## config.mk

```make
export PLATFORM = sky130hd
export DESIGN_NAME = updown_ctrl_fsm
export DESIGN_NICKNAME = d
export VERILOG_FILES = /design/src/rtl/updown_ctrl_pkg.sv /design/src/rtl/btn_sync.sv /design/src/rtl/updown_ctrl_fsm.sv
export SDC_FILE = /design/constraint.sdc
export NUM_CORES = 1
export LEC_CHECK = 0
export CORE_MARGIN = 2
export CORE_UTILIZATION = 44
export CTS_BUF_LIST = sky130_fd_sc_hd__clkbuf_16
export CTS_CLUSTER_SIZE = 10
export DETAILED_ROUTE_END_ITERATION = 10
export PLACE_DENSITY = 0.77
export SKIP_LAST_GASP = 1
export SYNTH_ARGS = -nofsm -noshare
export SYNTH_HDL_FRONTEND = slang
export SYNTH_SLANG_ARGS = --single-unit
```

## constraint.sdc

```tcl
create_clock -name clk -period 1.8 [get_ports clk]
set_clock_uncertainty 0.1 [all_clocks]
set_input_delay 0.18 -clock clk [delete_from_list [all_inputs] [get_ports clk]]
set_output_delay 0.18 -clock clk [all_outputs]
set_load 0.05 [all_outputs]
```

## src/rtl/updown_ctrl_pkg.sv

```systemverilog
// Shared definitions for the up/down command controller: FSM states, direction codes,
// default sizing constants and a small elaboration helper.
package updown_ctrl_pkg;

    typedef enum logic [2:0] {
        IDLE,
        DEBOUNCE,
        FIRE,
        HOLD,
        WAIT_REL
    } state_e;

    typedef enum logic {
        DIR_UP   = 1'b0,
        DIR_DOWN = 1'b1
    } dir_e;

    localparam int DEF_WIDTH         = 16;
    localparam int DEF_DB_CYCLES     = 2;
    localparam int DEF_REPEAT_DELAY  = 50;
    localparam int DEF_REPEAT_PERIOD = 10;

    function automatic int max_int(input int a, input int b);
        return (a > b) ? a : b;
    endfunction

endpackage

```

## src/rtl/btn_sync.sv

```systemverilog
// Two-flop synchroniser for one asynchronous button input; cleared by the
// synchronous active-high reset.
module btn_sync (
    input  logic clk,
    input  logic reset,
    input  logic raw,
    output logic sync
);

    logic meta;

    // NOTE: non-blocking assignments make both flops sample on the same edge, which is what forms a real two-stage chain.
    always_ff @(posedge clk) begin
        if (reset) begin
            meta <= 1'b0;
            sync <= 1'b0;
        end else begin
            meta <= raw;
            sync <= meta;
        end
    end

endmodule

```

## src/rtl/updown_ctrl_fsm.sv

```systemverilog
// Turns raw u/d buttons into single-cycle inc/dec commands for the up/down counter,
// refusing commands that would wrap. Define UPDOWN_CTRL_REPEAT_EN for auto-repeat on hold.
module updown_ctrl_fsm
    import updown_ctrl_pkg::*;
#(
    parameter int WIDTH     = DEF_WIDTH,
    parameter int DB_CYCLES = DEF_DB_CYCLES
`ifdef UPDOWN_CTRL_REPEAT_EN
   ,parameter int REPEAT_DELAY  = DEF_REPEAT_DELAY,
    parameter int REPEAT_PERIOD = DEF_REPEAT_PERIOD
`endif
) (
    input  logic             clk,
    input  logic             reset,
    input  logic             u,
    input  logic             d,
    input  logic [WIDTH-1:0] count,
    output logic             inc,
    output logic             dec,
    output logic             blocked,
    output logic             conflict,
    output logic             busy
);

    localparam int              DB_W    = $clog2(DB_CYCLES + 1);
    localparam logic [DB_W-1:0] DB_LAST = DB_W'(DB_CYCLES - 1);

    logic            u_s;
    logic            d_s;
    state_e          state;
    dir_e            dir;
    logic [DB_W-1:0] db_cnt;

    btn_sync u_sync (.clk(clk), .reset(reset), .raw(u), .sync(u_s));
    btn_sync d_sync (.clk(clk), .reset(reset), .raw(d), .sync(d_s));

    // held/other are relative to the direction latched when the press was first seen.
    logic held;
    logic other;
    logic at_limit;
    logic fire_inc;
    logic fire_dec;

    assign held     = (dir == DIR_UP) ? u_s : d_s;
    assign other    = (dir == DIR_UP) ? d_s : u_s;
    assign at_limit = (dir == DIR_UP) ? (count == '1) : (count == '0);
    assign fire_inc = (dir == DIR_UP)   && !at_limit;
    assign fire_dec = (dir == DIR_DOWN) && !at_limit;

`ifdef UPDOWN_CTRL_REPEAT_EN
    localparam int               RPT_W     = $clog2(max_int(REPEAT_DELAY, REPEAT_PERIOD) + 1);
    localparam logic [RPT_W-1:0] RPT_FIRST = RPT_W'(REPEAT_DELAY - 1);
    localparam logic [RPT_W-1:0] RPT_NEXT  = RPT_W'(REPEAT_PERIOD - 1);

    logic [RPT_W-1:0] rpt_cnt;
    logic             repeating;
    logic             rpt_due;

    assign rpt_due = (rpt_cnt == (repeating ? RPT_NEXT : RPT_FIRST));
`endif

    always_ff @(posedge clk) begin
        if (reset) begin
            state     <= IDLE;
            dir       <= DIR_UP;
            db_cnt    <= '0;
            inc       <= 1'b0;
            dec       <= 1'b0;
            blocked   <= 1'b0;
            conflict  <= 1'b0;
            busy      <= 1'b0;
`ifdef UPDOWN_CTRL_REPEAT_EN
            rpt_cnt   <= '0;
            repeating <= 1'b0;
`endif
        end else begin
            // Pulses fall back low every cycle; busy is set here and cleared on every path into IDLE.
            inc      <= 1'b0;
            dec      <= 1'b0;
            blocked  <= 1'b0;
            conflict <= 1'b0;
            busy     <= 1'b1;

            unique case (state)
                IDLE: begin
                    if (u_s && d_s) begin
                        state    <= WAIT_REL;
                        conflict <= 1'b1;
                    end else if (u_s || d_s) begin
                        dir    <= u_s ? DIR_UP : DIR_DOWN;
                        db_cnt <= '0;
                        state  <= DEBOUNCE;
                    end else begin
                        busy <= 1'b0;
                    end
                end

                DEBOUNCE: begin
                    if (other) begin
                        state    <= WAIT_REL;
                        conflict <= 1'b1;
                    end else if (!held) begin
                        state <= IDLE;
                        busy  <= 1'b0;
                    end else if (db_cnt == DB_LAST) begin
                        state   <= FIRE;
                        inc     <= fire_inc;
                        dec     <= fire_dec;
                        blocked <= at_limit;
                    end else begin
                        db_cnt <= db_cnt + 1'b1;
                    end
                end

                FIRE: begin
                    state <= HOLD;
`ifdef UPDOWN_CTRL_REPEAT_EN
                    rpt_cnt <= '0;
`endif
                end

                HOLD: begin
                    if (!u_s && !d_s) begin
                        state <= IDLE;
                        busy  <= 1'b0;
`ifdef UPDOWN_CTRL_REPEAT_EN
                        rpt_cnt   <= '0;
                        repeating <= 1'b0;
                    end else if (!held) begin
                        rpt_cnt <= '0;
                    end else if (rpt_due) begin
                        state     <= FIRE;
                        inc       <= fire_inc;
                        dec       <= fire_dec;
                        blocked   <= at_limit;
                        repeating <= 1'b1;
                    end else begin
                        rpt_cnt <= rpt_cnt + 1'b1;
`endif
                    end
                end

                WAIT_REL: begin
                    if (!u_s && !d_s) begin
                        state <= IDLE;
                        busy  <= 1'b0;
                    end
                end

                default: begin
                    state <= IDLE;
                    busy  <= 1'b0;
                end
            endcase
        end
    end

endmodule

```

# [Word level (Yosys, flattened, before mapping)]
# Cells that the tools add are included.
# W data, S select, Z words.
[classes] n_eq_ne=14 magnitude_cmp=0 shift=0 n_reduce_logical=16 n_addsub=1 bitwise=5 n_mux=26 n_mul=0 n_div=0
[op_table] operator="$mux W3" count=6
[op_table] operator="$eq A16 B16 Y1 const B" count=1
[op_table] operator="$logic_not A16 Y1" count=1
[op_table] operator="$pmux W3 S4" count=1
[op_table] operator="$mux W1" count=11
[op_table] operator="$mux W2" count=5
[op_table] operator="$ne A2 B2 Y1 const B" count=5
[op_table] operator="$eq A3 B2 Y1 const B" count=2
[op_table] operator="$reduce_and A3 Y1" count=2
[op_table] operator="$reduce_and A6 Y1" count=1
[op_table] operator="$not A1 Y1" count=5
[op_table] operator="$reduce_or A5 Y1" count=1
[op_table] operator="$logic_and A1 B1 Y1" count=4
[op_table] operator="$ne A4 B4 Y1 const B" count=1
[op_table] operator="$pmux W1 S4" count=1
[op_table] operator="$pmux W2 S2" count=1
[op_table] operator="$eq A3 B1 Y1 const B" count=1
[op_table] operator="$eq A3 B3 Y1 const B" count=1
[op_table] operator="$logic_not A1 Y1" count=3
[op_table] operator="$logic_not A3 Y1" count=1
[op_table] operator="$ne A3 B3 Y1 const B" count=1
[op_table] operator="$add A2 B1 Y2 const B" count=1
[op_table] operator="$eq A2 B1 Y1 const B" count=1
[op_table] operator="$ne A2 B1 Y1 const B" count=1
[op_table] operator="4 further kinds" count=4
[totals] n_memories=0 word_cells=74 output_inout_bits=5 latch_bits=0 register_bits=15 mem_bits_ro=0 mem_bits_rw=0

# [Longest topological paths before layout]
[depth] ltp_word=5 ltp_mapped=6 depth_no_buf=6

# [By module]
# A second synthesis with hierarchy kept.
[unflattened] hier_cells=84 area_unflattened_um2=783.3
[by_module_without_submodules] module="updown_ctrl_fsm" area_each_um2=678.2 seq_area_each_um2=220.2 cells_per_inst=76 n_inst=1
[by_module_without_submodules] module="btn_sync" area_each_um2=52.6 seq_area_each_um2=40.0 cells_per_inst=4 n_inst=2

# [Least setup slack after synthesis]
# OpenSTA, ideal clock, no wires.
[synth_path] kind="reg-to-reg" start="register u_sync.sync" end="register db_cnt[0]" slack_ns=0.344 stages_incl_launch_ff=5 synth_period_minus_slack_ns=1.456 required_time_ns=1.626 t_arrival_ns=1.281 cell_sequence="dfxtp_1 > or3b_1 > a21o_1 > nand4bb_1 > a31oi_1"
[synth_between] elab_chain_cells=3 elab_cells_between_ends=9 cone_classes="eq/ne (4); mux (2); reduce/logical (3)"
[synth_rtl] item="start: declaration" line="btn_sync.sv:7" source="output logic sync"
[synth_rtl] item="start signal: assignment" line="btn_sync.sv:19" source="sync <= meta;"
[synth_rtl] item="$mux W1 (tied with other cells)" line="updown_ctrl_fsm.sv:45" source="assign other = (dir == DIR_UP) ? d_s : u_s;"
[synth_rtl] item="$ne A2 B2 Y1 (no source line)"
[synth_rtl] item="$reduce_and A6 Y1 (no source line) (*)"
[synth_rtl] item="end signal: assignment" line="updown_ctrl_fsm.sv:111" source="db_cnt <= db_cnt + 1'b1;"
[synth_rtl] item="end: declaration" line="updown_ctrl_fsm.sv:32" source="logic [DB_W-1:0] db_cnt;"
# Mark *: on every way between the ends. The rest lies on a longest branch, timed or not.
# A chain may end at the register's enable or synchronous reset.

# [Worst setup path in the final report]
# Ends and elaborated chain as after synthesis.

==> flow_summary.yaml <==
outcome:
  run_status: "finished clean"
logic_synthesis:
  syn-cell-area_um2: 754
  yosysWarnings: 0
  yosysSeqAreaShare_pct: 39.8
  synth-seq-cells: 15
  synth_nets: 108
  syn_inst: 85
  synth_area_per_cell_um2: 8.88
  synth.distinct_cells: 32
power:
  combPwrFrac_pct: 13.7
  vdd_drop_max_mv: 0.837
  internal-power_w: 0.000710
  leakage_nw: 0.387
  p_switching_w: 0.000192
  sw_frac_of_total_pct: 21.3
  p_seq_share_pct: 40.3
  clkPwrFrac_pct: 46.0
  power_density_nw_per_um2: 845
hold_path:
  holdCritPathClass: "flip-flop to flip-flop"
timing:
  hold_violations: 0
  max_freq_ghz: 0.603
  post-route-period-util_pct: 92.1
  max_slew.worst_pin.slew_ns: 0.508
  grt_setup_unrepaired: "false"
  fin_tns_setup_ns: 0
  fin_crit_ns: 1.66
  finalSetupViolCount: 0
  finalMaxSlewViolations: 0
  max_slew_margin_pct: 66.0
  hold_slack_ns: 0.335
cts:
  cts_setup_buffers: 0
  cts_buffer_depth: 2
  clk_pin_slew_ns: 0.04
  cts_made_buffers: 3
  cts_tree: "built"
  htree_levels: 1
  clkLatencyLatePin_ns: 0.24
  ctsHoldBuffers: 0
  cts_resized: 0
  root_buffer: "clkbuf_16"
  cts.sinks: 15
die:
  die-area_um2: 2060
  ios: 25
  floorplan.initialDensity_pct: 48.4
  core-area_um2: 1560
  die_h_um: 45.4
  num_rows: 14
  die-width_um: 45.4
routing:
  wl_per_cell_um: 13.2
  ant_nets: 0
  wirelength_mm: 1.66
  drt_iter0_markers: 26
  drt_first_pass_iters: 4
  dr_total_vias: 718
  drc_errors: 0
  avgViaCountPerCell: 5.70
layout:
  finalNetCount: 134
  fillers: 119
  syn_to_final_growth_pct: 41.5
  drive_above_1_share_pct: 3.64
  fin_util_pct: 68.5
  antennaDiodeCount: 0
grt:
  grt_max_degree: 18
  antenna_found_initial: 0
  grt_use_total_pct: 18.1
  grt-ovfl-total: 0
  grt_pass1_vias: 636
  grt_first_pass_wirelength_mm: 2.66
setup_path:
  critPathLaunchType: "flip-flop"
  crit_arrival_ns: 1.73
  critPathMaxFanout: 7
  worstPathRequired_ns: 1.87
  crit_path_end_kind: "flip-flop"
  critical_path_class: "flip-flop to flip-flop"
placed_design:
  gp_congestion: 0.796
  dp_hpwl_mm: 1.22
  io_buffers: 24
job:
  max_cap_violations: 0
[critical path: stages (launching register included)]
cell	delay [ns]
dfxtp_1	0.43
or3b_1	0.40
a21o_1	0.25
nand4bb_1	0.22
a31oi_1	0.19
[Yosys cell counts (all sizes together)]
cell type  count  area share [%]
o311a          1             1.3
nand2b         1            0.83
nand4bb        2             3.0
nor3           2             1.3
o31ai          1             1.0
a21o           2             2.0
nand4          4             3.3
or3b           1             1.2
nand3          1            0.66
nand3b         2             2.0
nor2b          6             5.0
a211o          1             1.2
nor4b          1             1.2
mux2i          1             1.3
inv            4             2.0
nor2           8             4.0
a21oi          6             4.0
dfxtp         15              40
o21ai          4             2.7
and2           1            0.83
o211ai         1             1.0
a41o           1             1.3
ha             3             5.0
o41ai          1             1.2
and4           1             1.2
nor4           5             4.1
a31oi          1            0.83
nand2          3             1.5
buf            3             4.0
clkbuf         1            0.50
a211oi         1             1.0
[area by class of cell]
| class | count | area, µm² | area share [%] |
|---|---|---|---|
| Tap cell | 16 | 20.0 | 1.88 |
| Sequential cell | 15 | 300 | 28.1 |
| Multi-Input combinational cell | 62 | 405 | 38.0 |
| Clock buffer | 3 | 75.1 | 7.03 |
| Timing Repair Buffer | 25 | 248 | 23.2 |
| Inverter | 4 | 15.0 | 1.41 |
| Clock inverter | 1 | 3.75 | 0.352 |
[stage by stage]
stage	area (µm²)	total power (W)	worst slack (ns)	instances
2_1_floorplan	754	0.000433	0.344	85
3_3_place_gp	988	0.000488	0.208	122
3_5_place_dp	988	0.000492	0.169	122
4_1_cts	1070	0.000907	0.160	126
5_1_grt	1070	0.000943	0.0603	126
6_report	1070	0.000902	0.142	126
[layout by cell type (no fill, tap or decap), types with 2 or more instances in the layout]
cell type,Yosys,routed
a21o_1,2,2
nand2_1,3,3
inv_1,4,5
nor4_1,5,5
clkbuf_16,0,3
dfxtp_1,15,15
ha_1,3,3
clkdlybuf4s50_1,0,24
nand3b_1,2,2
nor2b_1,6,6
nand4bb_1,2,2
nor3_1,2,2
nor2_1,8,8
a21oi_1,6,6
nand4_1,4,4
o21ai_0,4,4
[power by group through the flow]
stage / clock [W] / sequential, W / combinational [W]
after CTS: 0.000420 / 0.000363 / 0.000124
after detailed placement: 0 / 0.000369 / 0.000122
after floorplan: 0 / 0.000371 / 0.0000624
after global routing: 0.000442 / 0.000366 / 0.000136
final: 0.000415 / 0.000364 / 0.000124
after global placement: 0 / 0.000368 / 0.000120
[final timing paths]
path | from | to | slack, ns | depth (start not counted)
worst max-delay path | u_sync.sync | db_cnt[0] | 0.14 | 4
worst min-delay path | d_sync.meta | d_sync.sync | 0.34 | 1
worst max register to register | u_sync.sync | db_cnt[0] | 0.14 | 4
worst min register to register | d_sync.meta | d_sync.sync | 0.34 | 1
[state kept, by name, summed over array words and instances (netlist names)]
| register | cells |
|---|---|
| state | 3 |
| db_cnt | 2 |
| blocked | 1 |
| busy | 1 |
| conflict | 1 |
| d_sync.meta | 1 |
| d_sync.sync | 1 |
| dec | 1 |
| dir | 1 |
| inc | 1 |
| u_sync.meta | 1 |
| u_sync.sync | 1 |
[routing by layer]
layer / GRT usage (%) / part of all wire, %
met1: 19.7 / 40
met2: 31.0 / 47
met3: 5.95 / 12
met4: 8.82 / 1.4
met5: 0 / 0
[logic make-up (layout without fill, tap and decap cells)]
logic type / Yosys count / in the layout / synth area share [%]
muxes: 1 / 1 / 1.33
AOI/OAI and AO/OA: 20 / 20 / 17.4
and+or+nand+nor: 38 / 38 / 30.0
DFF: 15 / 15 / 39.8
buffers and inverters: 8 / 33 / 6.47
adders and majority gates: 3 / 3 / 4.98
Power figures use the tool's default switching activity.
